<file path="config.mk">
export PLATFORM = sky130hd
export DESIGN_NAME = alu_arbiter
export DESIGN_NICKNAME = d
export VERILOG_FILES = /design/src/rtl/opcodes.sv /design/src/rtl/rr_arbiter.sv /design/src/rtl/alu_arbiter.sv
export SDC_FILE = /design/constraint.sdc
export NUM_CORES = 1
export LEC_CHECK = 0
export BUFFER_PORTS_ARGS = -buffer_cell sky130_fd_sc_hd__buf_2
export CORE_AREA = 10 10 183 185
export CTS_BUF_LIST = sky130_fd_sc_hd__clkbuf_4 sky130_fd_sc_hd__clkbuf_8
export DETAILED_ROUTE_END_ITERATION = 7
export DIE_AREA = 0 0 193 195
export GPL_ROUTABILITY_DRIVEN = 0
export GPL_TIMING_DRIVEN = 0
export PLACE_DENSITY = 0.64
export SETUP_SLACK_MARGIN = 0.4
export SKIP_LAST_GASP = 1
export SYNTH_ARGS = -nofsm -noshare
export SYNTH_HDL_FRONTEND = slang
export SYNTH_SLANG_ARGS = --single-unit
</file>
<file path="constraint.sdc">
create_clock -name clk -period 1.7 [get_ports clk]
set_input_delay 0.255 -clock clk [delete_from_list [all_inputs] [get_ports clk]]
set_output_delay 0.255 -clock clk [all_outputs]
set_load 0.005 [all_outputs]
</file>
<file path="src/rtl/opcodes.sv">
// Shared types for the ALU arbiter slice: instruction/register words,
// RV32 R-type masks, and the arbiter FSM state encoding.
package opcodes;

   typedef logic [31:0] instruction_t;
   typedef logic [31:0] register_t;

   localparam instruction_t R_MASK    = 32'hFE00_707F;
   localparam instruction_t ADD_MATCH = 32'h0000_0033;
   localparam instruction_t SUB_MATCH = 32'h4000_0033;

   typedef enum logic [1:0] {
      IDLE = 2'd0,
      EXEC = 2'd1,
      RESP = 2'd2
   } arb_state_t;

endpackage

</file>
<file path="src/rtl/rr_arbiter.sv">
// Round-robin grant: search starts one past last_grant and wraps.
// Ports: req (requests), last_grant (index), grant (one-hot), grant_idx, any.
module rr_arbiter #(
   parameter int NREQ = 2,
   parameter int IW   = (NREQ > 2) ? 2 : 1
) (
   input  logic [NREQ-1:0] req,
   input  logic [IW-1:0]   last_grant,
   output logic [NREQ-1:0] grant,
   output logic [IW-1:0]   grant_idx,
   output logic            any
);

   logic [IW-1:0] k;

   always_comb begin
      grant     = '0;
      grant_idx = '0;
      any       = 1'b0;
      k         = '0;
      for (int i = 1; i <= NREQ; i++) begin
         k = IW'((int'(last_grant) + i) % NREQ);
         if (!any && req[k]) begin
            any       = 1'b1;
            grant[k]  = 1'b1;
            grant_idx = k;
         end
      end
   end

endmodule

</file>
<file path="src/rtl/alu_arbiter.sv">
// Shares one external ALU among NREQ requesters: grant, issue, return.
// Ports: req_* (requests in), resp_* (results out), alu_* (ALU side), op_count.
module alu_arbiter
   import opcodes::*;
#(
   parameter int NREQ = 2
) (
   input  logic                     clk,
   input  logic                     rst,
   input  logic [NREQ-1:0]          req_valid,
   output logic [NREQ-1:0]          req_ready,
   input  instruction_t [NREQ-1:0]  req_instr,
   input  register_t [NREQ-1:0]     req_op1,
   input  register_t [NREQ-1:0]     req_op2,
   input  register_t [NREQ-1:0]     req_pc,
   output logic [NREQ-1:0]          resp_valid,
   input  logic [NREQ-1:0]          resp_ready,
   output register_t                resp_result,
   output instruction_t             alu_instr,
   output register_t                alu_op1,
   output register_t                alu_op2,
   output register_t                alu_pc,
   output logic                     alu_enable,
   input  register_t                alu_result,
   output logic [31:0]              op_count
);

   localparam int IW = (NREQ > 2) ? 2 : 1;

   arb_state_t    state, state_n;
   logic [NREQ-1:0] grant;
   logic [IW-1:0] grant_idx, gnt_q, last_q;
   logic          any, done, fresh_q;
   instruction_t  instr_q;
   register_t     op1_q, op2_q, pc_q, result_q;
   logic [31:0]   cnt_q;

   rr_arbiter #(.NREQ(NREQ), .IW(IW)) u_rr (
      .req        (req_valid),
      .last_grant (last_q),
      .grant      (grant),
      .grant_idx  (grant_idx),
      .any        (any)
   );

   assign done = (state == RESP) && resp_ready[gnt_q];

   always_ff @(posedge clk or negedge rst) begin
      if (!rst) state <= IDLE;
      else      state <= state_n;
   end

   always_comb begin
      state_n = state;
      unique case (state)
         IDLE:    if (any) state_n = EXEC;
         EXEC:    state_n = RESP;
         RESP:    if (done) state_n = IDLE;
         default: state_n = IDLE;
      endcase
   end

   // The ALU result is only on alu_result during the first RESP cycle,
   // so that cycle forwards it and later cycles show the held copy.
   always_comb begin
      req_ready   = '0;
      resp_valid  = '0;
      alu_enable  = 1'b0;
      resp_result = result_q;
      unique case (state)
         IDLE: if (rst) req_ready = grant;
         EXEC: alu_enable = 1'b1;
         RESP: begin
            resp_valid[gnt_q] = 1'b1;
            if (fresh_q) resp_result = alu_result;
         end
         default: ;
      endcase
   end

   always_ff @(posedge clk or negedge rst) begin
      if (!rst) begin
         instr_q  <= '0;
         op1_q    <= '0;
         op2_q    <= '0;
         pc_q     <= '0;
         gnt_q    <= '0;
         last_q   <= IW'(NREQ - 1);
         result_q <= '0;
         fresh_q  <= 1'b0;
         cnt_q    <= '0;
      end else begin
         fresh_q <= (state == EXEC);
         if (state == IDLE && any) begin
            instr_q <= req_instr[grant_idx];
            op1_q   <= req_op1[grant_idx];
            op2_q   <= req_op2[grant_idx];
            pc_q    <= req_pc[grant_idx];
            gnt_q   <= grant_idx;
         end
         if (fresh_q) result_q <= alu_result;
         if (done) begin
            cnt_q  <= cnt_q + 32'd1;
            last_q <= gnt_q;
         end
      end
   end

   assign alu_instr = instr_q;
   assign alu_op1   = op1_q;
   assign alu_op2   = op2_q;
   assign alu_pc    = pc_q;
   assign op_count  = cnt_q;

endmodule

</file>
==> impl_metrics.json, run 1 <==
{
  "drt_iter0_drc": 539,
  "worst-path-buf-inv": 3,
  "synthDistinctLibCells": 36,
  "critPathArrivalTime_ns": 1.76,
  "vias": 9826,
  "ys_seq_elements": 197,
  "cp_num_cells": 6,
  "drt_first_pass_iters": 4,
  "p_clk_frac": 0.095,
  "syn_to_final_growth_pct": 94.2,
  "drc_errors": 0,
  "worstSetupPathType": "flip-flop to output pin",
  "cts_tree": "built",
  "track_usage": 0.211,
  "syn-cell-area_mm2": 0.00910,
  "ys_seq_area_frac": 0.542,
  "fin_ws_ns": -0.312,
  "antenna_found_initial": 0,
  "synth_area_leader_cell": "dfrtp_1",
  "switching_share": 0.387,
  "synth_area_leaders": "dfrtp_1, mux2i_1, a21oi_1, nor2_1, nand2_1",
  "clk_pin_slew_ns": 0.10,
  "p_leak_uw": 0.00853,
  "worstSkewPairLatency_ns": 0.49,
  "violations": "hold timing, setup timing",
  "wl_per_cell_um": 21.7,
  "overflow": 0,
  "hold_ws_ns": -0.291,
  "pin_count": 491,
  "holdCritPathClass": "input pin to asynchronous set/reset pin",
  "r2r_slack_ns": -0.20,
  "tightest_slew_ns": 0.669,
  "reg2reg_to": "op_count[12]$_DFFE_PN0P_",
  "max_stage_delay_ns": 0.41,
  "critPathTopFamily": "buffers and inverters",
  "dieWidth_um": 193,
  "cts_root_buf": "clkbuf_8",
  "final_util": 0.589,
  "synth_warnings": 0,
  "path_cells": "buf_12 > buf_8 > mux2_4 > nand2_2 > nand2_2 > buf_6",
  "h-tree-depth": 4,
  "cts.sinks": 197,
  "layout.nets": 1925,
  "critPathLaunchType": "flip-flop",
  "critical_path.slowest_cell": "dfrtp_1",
  "coreArea_mm2": 0.0300,
  "die_y_um": 195,
  "internal_power_uw": 19800,
  "start_util": 0.303,
  "maxCapViolCount": 0,
  "pwr-share-comb": 0.656,
  "reg2reg_depth": 8,
  "cts_made_buffers": 17,
  "rows": 64,
  "routed_wl_um": 44400,
  "cts_buffer_depth": 2,
  "synthArstFlopShare": 1.00,
  "cpMostUsedCell": "nand2_2",
  "p_sw_uw": 12500,
  "slew_headroom": 0.550,
  "seq_power_share": 0.249,
  "fin_crit_sh": 1.18,
  "outcome": "complete, but fails checks",
  "grt_max_degree": 92,
  "rsz0062_at_grt": "yes",
  "grt_pass1_wl_um": 61200,
  "hold_viol": 89,
  "setup_tns_ns": -24.40,
  "critical_path_required_ns": 1.44,
  "synth-edff-count": 0,
  "synth_flop_cell": "dfrtp_1",
  "syn_avg_cell_area_um2": 10.4,
  "pre_cts_slack_ns": -0.335,
  "layout_common_cells": "buf_2, dfrtp_1, buf_4, a21oi_2, mux2i_1",
  "fin_skew_ns": 0.0183,
  "drtAntennaViolNets": 0,
  "dpl.hpwl_um": 28500,
  "viasPerCell": 4.81,
  "layout_commonest_cell": "buf_2",
  "drive_above_1_share": 0.707,
  "syn_inst": 876,
  "clock.fmax_ghz": 0.497,
  "worstReg2RegStart": "state[0]$_DFFE_PN0P_",
  "power.total_uw": 32300,
  "crit_path_max_fanout": 8,
  "grt_pass1_vias": 10400,
  "p_per_area_mw_per_mm2": 1830,
  "setup_viol": 186,
  "fin_crit_ns": 2.01,
  "synth_top_area_share": 0.539,
  "drv_slew": 0,
  "syn_nets": 1171,
  "dieArea_mm2": 0.0376,
  "vdd_drop_max_mv": 1.10,
  "io_buffers": 490,
  "end_kind": "output pin"
}
## sequential cells by signal, indices dropped and copies added (netlist names)
name       cells
alu_op2       32
alu_op1       32
alu_instr     32
last_q         1
result_q      32
gnt_q          1
alu_pc        32
fresh_q        1
state          2
op_count      32
## power groups by stage
stage | clock network (uW) | logic (uW) | registers (uW)
floorplan | 0 | 5280 | 7930
global placement | 0 | 10000 | 7790
detailed placement | 0 | 10200 | 7880
CTS | 3110 | 17100 | 7950
global route | 3300 | 22400 | 8220
finish | 3060 | 21200 | 8030
## final cells by class
class | count | area [um2]
Buffer | 56 | 870
Sequential cell | 197 | 4940
Inverter | 3 | 11.3
Fill cell | 2365 | 12400
Clock buffer | 22 | 278
Multi-Input combinational cell | 620 | 5440
Clock inverter | 10 | 88.8
Antenna cell | 2 | 5.00
Timing Repair Buffer | 735 | 5540
Tap cell | 396 | 495
## timing repair
| action | CTS | global route |
|---|---|---|
| buffers inserted | 104 | 108 |
| resized for setup | 374 | 236 |
| endpoints found under the setup margin | 293 | 355 |
| gates cloned | 29 | 3 |
| pin swaps | 45 | 50 |
| endpoints found under the hold margin | 106 | 102 |
## cells in the mapped netlist, types with 2 or more instances
cell and count:
nor4_1 2, mux2_2 24, nor4_2 3, dfrtp_1 196, mux2_1 10, nand3_1 13
nand2_1 107, and4_1 2, nor2_1 136, a21oi_1 129, inv_1 3, xor2_1 6
nor2b_1 2, and3_1 5, mux2i_1 128, nor3_1 2, buf_2 41, xnor2_1 25
nand4_1 12, clkbuf_1 14
## stage by stage
stage / instances / area [um2]
finish: 2041 / 17700
global route: 2039 / 17700
CTS: 1928 / 15800
detailed placement: 1763 / 12400
global placement: 1762 / 12300
floorplan: 876 / 9370
## layer usage
layer  GRT usage  vias to the layer above  part of all wire
met5           0                        -                 0
met4      0.0576                        0             0.022
met3      0.0634                       61             0.074
met2       0.379                      362              0.53
met1       0.235                     4898              0.37
li1            -                     4505                 -
## worst max path at each step
stage / to / slack [ns] / from
after floorplan: op_count[12]$_DFFE_PN0P_ / 0.18 / op_count[2]$_DFFE_PN0P_
after global placement: alu_op2[5]$_DFFE_PN0P_ / -3.04 / rst
after detailed placement: req_ready[0] / -0.33 / rst
after CTS: resp_result[6] / -0.37 / fresh_q$_DFF_PN0_
after global routing: resp_result[27] / -0.37 / fresh_q$_DFF_PN0_
final: resp_result[17] / -0.31 / fresh_q$_DFF_PN0_
## cell families after synthesis
logic type	after synthesis	synth area share
adders and majority gates	1	0.00137
xor gates and xnor gates	31	0.0298
muxes	163	0.184
AOI/OAI and AO/OA	134	0.0755
buffers and inverters	59	0.0304
and+or+nand+nor	291	0.137
DFF	197	0.542
Power figures use the tool's default switching activity.
==> inputs of run 2 (changes only) <==
Clock period 1.7 ns to 2.1 ns, I/O delays scaled along.
==> run 2 against run 1 <==
Effect of this change:
- the flow finishes with violations (hold timing)
- register-to-register slack better by 0.53 ns
- clock skew about the same
- cell count shrank 9.0%
- critical path depth unchanged
- power is 41% lower
- clock power down 16%
- sequential cell count unchanged
- clock-buffer cell count down 2
- critical endpoint is now resp_result[13]
- largest cell class is now flip-flops and latches
- largest power group unchanged
- highest routed layer is now met5
==> impl_metrics.json, run 2 (same netlist as run 1, synthesis figures left out) <==
{
  "global_route.usage.met2": 0.334,
  "routed_wl_um": 39200,
  "layout_commonest_cell": "buf_2",
  "syn_to_final_growth_pct": 58.5,
  "hold_viol": 90,
  "dpl.hpwl_um": 29300,
  "vias": 8893,
  "rsz0062_at_grt": "yes",
  "wl_per_cell_um": 21.1,
  "vdd_drop_max_mv": 0.522,
  "layout_common_cells": "buf_2, dfrtp_1, nor2_1, a21oi_1, mux2i_1",
  "worstReg2RegStart": "last_q$_DFFE_PN1P_",
  "power.total_uw": 19100,
  "drtAntennaViolNets": 0,
  "reg2reg_depth": 8,
  "outcome": "complete, but fails checks",
  "dieArea_mm2": 0.0376,
  "drive_above_1_share": 0.527,
  "tightest_slew_ns": 0.760,
  "antenna_found_initial": 4,
  "grt.met3_usage": 0.0622,
  "viasPerCell": 4.79,
  "cts_buffer_depth": 2,
  "worstSetupPathType": "flip-flop to output pin",
  "busiest_layer": "met2",
  "fin_crit_sh": 0.975,
  "hold_ws_ns": -0.161,
  "h-tree-depth": 4,
  "crit_path_max_fanout": 8,
  "rows": 64,
  "io_buffers": 490,
  "p_per_area_mw_per_mm2": 1320,
  "cts_tree": "built",
  "pre_cts_slack_ns": -0.541,
  "reg2reg_to": "alu_op2[2]$_DFFE_PN0P_",
  "grt_pass1_vias": 9349,
  "cts_root_buf": "clkbuf_8",
  "clk_pin_slew_ns": 0.11,
  "die_y_um": 195,
  "cts.sinks": 197,
  "setup_viol": 0,
  "pin_count": 491,
  "grt_max_degree": 107,
  "coreArea_mm2": 0.0300,
  "start_util": 0.303,
  "r2r_slack_ns": 0.33,
  "maxCapViolCount": 0,
  "post-place-cells": 1763,
  "layout.nets": 1741,
  "use_met1": 0.215,
  "violations": "hold timing",
  "fin_crit_ns": 2.05,
  "drt_first_pass_iters": 4,
  "critPathArrivalTime_ns": 1.73,
  "fin_ws_ns": 0.0525,
  "grt_pass1_wl_um": 55100,
  "slew_headroom": 0.493,
  "setup_tns_ns": 0,
  "critPathLaunchType": "flip-flop",
  "fin_skew_ns": 0.0184,
  "dieWidth_um": 193,
  "fin_cells": 1858,
  "drc_errors": 0,
  "critical_path_required_ns": 1.78,
  "cts_made_buffers": 17,
  "worstSkewPairLatency_ns": 0.47,
  "drt_iter0_drc": 425,
  "overflow": 0,
  "track_usage": 0.189,
  "drv_slew": 0,
  "p_leak_uw": 0.00715,
  "end_kind": "output pin",
  "clock.fmax_ghz": 0.488,
  "holdCritPathClass": "input pin to asynchronous set/reset pin"
}
-- run 2: worst max-delay path by stage --
stage | start | to | slack [ns] | depth (start not counted)
2_1_floorplan | op_count[0]$_DFFE_PN0P_ | op_count[24]$_DFFE_PN0P_ | 0.56 | 5
3_3_place_gp | rst | alu_op2[4]$_DFFE_PN0P_ | -2.69 | 1
3_5_place_dp | req_valid[1] | alu_op2[11]$_DFFE_PN0P_ | -0.54 | 7
4_1_cts | fresh_q$_DFF_PN0_ | resp_result[11] | -0.02 | 6
5_1_grt | fresh_q$_DFF_PN0_ | resp_result[6] | -0.04 | 6
6_report | fresh_q$_DFF_PN0_ | resp_result[13] | 0.05 | 6
-- run 2: per-stage QoR --
stage / area [um2] / hold slack [ns] / util
2_1_floorplan: 9100 / 0.0194 / -
3_3_place_gp: 12000 / 0.485 / 0.401
3_5_place_dp: 12100 / 0.376 / 0.403
4_1_cts: 13100 / -0.168 / 0.437
5_1_grt: 14400 / -0.153 / 0.480
6_report: 14400 / -0.161 / 0.480
-- run 2: critical path, cell delays in order (launching register included) --
cell,delay (ns)
dfrtp_1,0.40
buf_8,0.16
clkbuf_16,0.16
mux2_4,0.31
nand2_2,0.06
nand2_1,0.05
buf_2,0.12
-- run 2: timing repair --
| item | in CTS | in global routing |
|---|---|---|
| pin swaps | 15 | 85 |
| cloned | 1 | 14 |
| endpoints found under the setup margin | 177 | 165 |
| hold endpoints to repair | 90 | 90 |
| gates resized for setup | 152 | 182 |
| setup buffers | 11 | 34 |
-- run 2: where the power goes --
group / internal (uW) / switching, uW / total (uW)
Clock: 1060 / 1510 / 2570
Sequential: 5420 / 943 / 6370
Combinational: 5060 / 5110 / 10200
Total: 11600 / 7560 / 19100
-- run 2: cell type report --
class	instances	area, um2
fillers	2751	15600
well taps	396	495
flip-flops and latches	197	4940
clock buffers	20	269
clock inverters	12	130
inverters	3	11.3
diodes	3	7.51
repair buffers	551	3340
multi-input cells	620	4490
plain buffers	56	747
-- run 2: routing by layer --
metal  up-vias  share of wire
met5         -        0.00077
met4         4          0.020
met3        45          0.083
met2       346           0.51
met1      4360           0.38
li1       4138              -
